<file path="config.mk">
export PLATFORM = sky130hd
export DESIGN_NAME = month_year_counter
export DESIGN_NICKNAME = d
export VERILOG_FILES = /design/src/rtl/month_year_counter.sv
export SDC_FILE = /design/constraint.sdc
export NUM_CORES = 1
export LEC_CHECK = 0
export CELL_PAD_IN_SITES_DETAIL_PLACEMENT = 0
export CELL_PAD_IN_SITES_GLOBAL_PLACEMENT = 1
export CORE_UTILIZATION = 36
export DETAILED_ROUTE_END_ITERATION = 8
export PLACE_DENSITY_LB_ADDON = 0.1
export SLEW_MARGIN = 30
export SYNTH_ARGS = -nofsm -noshare
export SYNTH_HDL_FRONTEND = slang
export SYNTH_SLANG_ARGS = --single-unit
</file>
<file path="constraint.sdc">
create_clock -name clk -period 4.05 [get_ports clk]
set_clock_uncertainty 0.2 [all_clocks]
set_input_delay 0.81 -clock clk [delete_from_list [all_inputs] [get_ports clk]]
set_output_delay 0.81 -clock clk [all_outputs]
set_load 0.05 [all_outputs]
</file>
<file path="src/rtl/month_year_counter.sv">
// -----------------------------------------------------------------------------
// month_year_counter
//
// Calendar month/year stage fed by the day counter's end-of-month carry.
// Advances month (1-12) and year (0-YEAR_MAX, meaning 2000+year), reports the
// length of the current month back to the day counter (leap-year aware), and
// drives BCD digits for the display. Month/year can be loaded from the
// setting UI; malformed loads are rejected with a one-cycle error pulse.
//
// Ports:
//   clk            system clock, all state on rising edge
//   rst            asynchronous, active-low reset
//   day_carry      end-of-month level from the day counter (edge detected)
//   set_valid      load request, sampled every cycle
//   set_month      month to load, 1-12
//   set_year       year to load, 0-YEAR_MAX
//   day_limit      days in current month: 28, 29, 30 or 31
//   month1/month2  month tens / ones digit, BCD
//   year1/year2    year tens / ones digit, BCD
//   century_carry  one-cycle pulse when year wraps YEAR_MAX -> 0
//   set_err        one-cycle pulse when a load request is rejected
// -----------------------------------------------------------------------------
module month_year_counter #(
    parameter int YEAR_MAX = 99
) (
    input  logic       clk,
    input  logic       rst,
    input  logic       day_carry,
    input  logic       set_valid,
    input  logic [3:0] set_month,
    input  logic [6:0] set_year,
    output logic [4:0] day_limit,
    output logic [3:0] month1,
    output logic [3:0] month2,
    output logic [3:0] year1,
    output logic [3:0] year2,
    output logic       century_carry,
    output logic       set_err
);

    localparam logic [6:0] YEAR_MAX_L = 7'(YEAR_MAX);

    logic [3:0] month;
    logic [6:0] year;
    logic       carry_d;
    logic       adv;
    logic       set_ok;

    // Tens digit of a value that legally never exceeds 99; clamped so an
    // unreachable out-of-range register can never drive a non-BCD digit.
    function automatic logic [3:0] bcd_tens(input logic [6:0] v);
        logic [6:0] t;
        t = v / 7'd10;
        return (t > 7'd9) ? 4'd9 : t[3:0];
    endfunction

    function automatic logic [3:0] bcd_ones(input logic [6:0] v);
        logic [6:0] o;
        o = v % 7'd10;
        return o[3:0];
    endfunction

    function automatic logic [4:0] days_in_month(input logic [3:0] m,
                                                 input logic [6:0] y);
        case (m)
            4'd4, 4'd6, 4'd9, 4'd11: return 5'd30;
            // year%4==0 suffices inside 2000-2099 (2000 is a leap year)
            4'd2:                    return (y[1:0] == 2'b00) ? 5'd29 : 5'd28;
            default:                 return 5'd31;
        endcase
    endfunction

    // A held carry yields a single advance; carry_d resets high so a carry
    // already asserted when reset releases is not mistaken for a new edge.
    assign adv    = day_carry & ~carry_d;
    assign set_ok = (set_month >= 4'd1) && (set_month <= 4'd12) &&
                    (set_year <= YEAR_MAX_L);

    always_ff @(posedge clk or negedge rst) begin
        if (!rst) begin
            month         <= 4'd1;
            year          <= 7'd0;
            carry_d       <= 1'b1;
            century_carry <= 1'b0;
            set_err       <= 1'b0;
        end else begin
            carry_d       <= day_carry;
            century_carry <= 1'b0;
            set_err       <= 1'b0;
            if (set_valid) begin
                // A coincident carry edge is dropped, not deferred.
                if (set_ok) begin
                    month <= set_month;
                    year  <= set_year;
                end else begin
                    set_err <= 1'b1;
                end
            end else if (adv) begin
                if ((month >= 4'd1) && (month < 4'd12)) begin
                    month <= month + 4'd1;
                end else begin
                    // December, or any illegal month, rolls into January.
                    month <= 4'd1;
                    if (year >= YEAR_MAX_L) begin
                        year          <= 7'd0;
                        century_carry <= 1'b1;
                    end else begin
                        year <= year + 7'd1;
                    end
                end
            end
        end
    end

    always_comb begin
        day_limit = days_in_month(month, year);
        month1    = bcd_tens({3'd0, month});
        month2    = bcd_ones({3'd0, month});
        year1     = bcd_tens(year);
        year2     = bcd_ones(year);
    end

endmodule

</file>
==> results.toml <==
[status]
status = "finished clean"

[global_route]
grt.overflow.total = 0
antenna_found_initial = 0
grt_start_max_net_pins = 20
grtUsageTotal_pct = 19.2
grt_pass1_vias = 1505
grt_pass1_wl_um = 6710

[clock_tree]
cts.clk_slew.worst_paths_ns = 0.06
insertion_delay_ns = 0.25
cts_sinks = 14
htree_levels = 1
cts-root-buf = "clkbuf_8"
numCtsBuffers = 3
cts_buffer_depth = 2
cts_tree = "built"

[critical_path]
crit_arrival_ns = 2.88
crit_path_start = "year[6]$_DFFE_PN0P_"
slowest_stage = "dfrtp_1"
path_cells = "nor2b_1, o21ai_0, a21oi_1, a211oi_2, ha_2, nor2_1, a211oi_1, o21ai_0, a221oi_2, buf_4, xnor2_1, buf_12"
cp_common_cell = "o21ai_0"
crit_path_start_kind = "flop"
r2r-start = "month[1]$_DFFE_PN0P_"
worstPathMaxFanout = 6
ff2ff_setup_slack_ns = 1.69
slowest_delay_ns = 0.44
crit_family = "compound AO/OA/AOI/OAI gates"
crit_required_ns = 3.04
critPathBufInv = 2
crit_type = "flop to output pin"
end_kind = "output pin"

[cells_and_area]
drive_gt1_share_pct = 18.5
final_common_cell = "clkdlybuf4s50_1"
fill_cells = 404
nNetsFinal = 249
seqCellArea_um2 = 355
fin_cells = 272
mostFrequentLayoutCells = "27 x clkdlybuf4s50_1, 19 x o21ai_0, 15 x a21oi_1, 13 x inv_1, 13 x buf_4"
multiInputGateArea_um2 = 1040
area_growth_pct = 28.9
antenna_cells = 0

[logic_synthesis]
synth_warnings = 0
synth_top_cell_by_area = "dfrtp_1"
synth.ff_latch_count = 14
yosysTopAreaCellShare_pct = 19.4
syn_avg_cell_area_um2 = 8.05
netlist_area_um2 = 1550
yosys-top-cells-area = "dfrtp_1 19%, ha_1 8.9%, o21ai_0 6.1%, a21oi_1 4.9%, buf_4 4.4%"
synthDistinctLibCells = 54
async_flop_share_pct = 100
synth_cells = 192
synth_edf_count = 0
ys_seq_area_share_pct = 22.8
ys.flop_type = "dfrtp_1"

[power_and_ir_drop]
ir_drop_mv = 0.519
p_leak_nw = 0.820
power_density_nw_per_um2 = 857

[routing]
drt_first_pass_iters = 4
avgViaCountPerCell = 5.69
wire_per_inst_um = 15.2
num_vias = 1549
drtAntennaViolNets = 0
routed_wl_um = 4130
drc = 0
drtIter0Drc = 74

[floorplanning]
row_count = 23
initial_core_util_pct = 38.1
die_area_um2 = 4560
pin_count = 38
fp.dieH_um = 67.5
core-area_um2 = 4060
die_w_um = 67.5

[sta]
hold_violations = 0
post-route-period-util_pct = 96.1
fin_ws_ns = 0.159
slew_headroom_pct = 50.7
worst_slew_pin_slew_ns = 0.737
period_needed_ns = 3.89
max_freq_mhz = 257
setup_viol = 0
report.final.slew_viol_count = 0

[min_path]
hold_start = "year[5]$_DFFE_PN0P_"
worstHoldPathType = "flop to flop"

[placement]
dp_hpwl_um = 3140
pre_cts_ws_ns = 0.195
io_buffers = 31
dp.cells = 266
gp_congestion = 0.857

[flow_run]
cap_violations = 0
==> layout make-up <==
type	count	area share (%)
sequential	14	17.8
tap	50	3.14
multi-input combinational	147	52.2
clock buffer	4	2.76
inverter	14	2.64
timing repair buffer	43	21.5
==> cells by family after synthesis <==
logic type	share of synthesized area, %
compound gates	32.1
xor+xnor	3.32
fa+ha+maj	8.90
buf+inv	12.4
flops	22.8
mux	1.38
other cells	0.486
simple gates	18.6
==> what timing repair did <==
action / in CTS / in global routing
pin swaps: 1 / 3
hold endpoints to repair: 0 / 0
gates resized for setup: 2 / 4
hold buffers: 0 / 0
endpoints found under the setup margin: 4 / 4
buffers inserted: 0 / 2
==> power breakdown <==
part / total [mW] / leakage [nW] / internal, mW / switching [mW]
Clock: 0.140 / 0.0288 / 0.0861 / 0.0534
Combinational: 1.31 / 0.624 / 0.543 / 0.772
Sequential: 0.253 / 0.167 / 0.181 / 0.0723
==> state kept, by name, summed over array words and instances (netlist names) <==
signal,flops
year,7
carry_d,1
century_carry,1
month,4
set_err,1
==> routing by layer <==
layer  GRT usage, %  vias to the layer above  share of wire [%]
met4           8.78                        0                2.6
met3           1.86                       10                2.3
li1               -                      754                  -
met2           35.9                       40                 52
met1           21.5                      745                 43
met5              0                        -                  0
==> synth_stat cells (all sizes together) (4+ instances only) <==
cell type	number
a22o	4
a31oi	6
clkbuf	6
a21oi	15
o21ai	21
dfrtp	12
inv	14
ha	11
and2	4
nor2	9
xnor2	5
buf	15
nand2	11
==> path summary, 6_finish.rpt <==
path	endpoint	cells past startpoint
max	year2[1]	12
min	year[5]$_DFFE_PN0P_	1
max reg2reg	year[3]$_DFFE_PN0P_	8
min reg2reg	year[5]$_DFFE_PN0P_	1
max in group asynchronous	year[5]$_DFFE_PN0P_	1
min in group asynchronous	year[0]$_DFFE_PN0P_	1
==> stage by stage <==
| stage | hold WS [ns] | utilization, % | area [um2] | power (mW) | TNS, ns |
|---|---|---|---|---|---|
| 6_report | 0.409 | 49.1 | 1990 | 1.71 | 0 |
| 4_1_cts | 0.430 | 48.4 | 1960 | 1.68 | 0 |
| 5_1_grt | 0.440 | 49.1 | 1990 | 1.81 | -0.0111 |
| 2_1_floorplan | 0.314 | - | 1570 | 1.12 | 0 |
| 3_3_place_gp | 0.388 | 46.9 | 1900 | 1.52 | 0 |
| 3_5_place_dp | 0.421 | 46.9 | 1900 | 1.53 | 0 |
No activity file was read; power rests on OpenSTA's default activity.
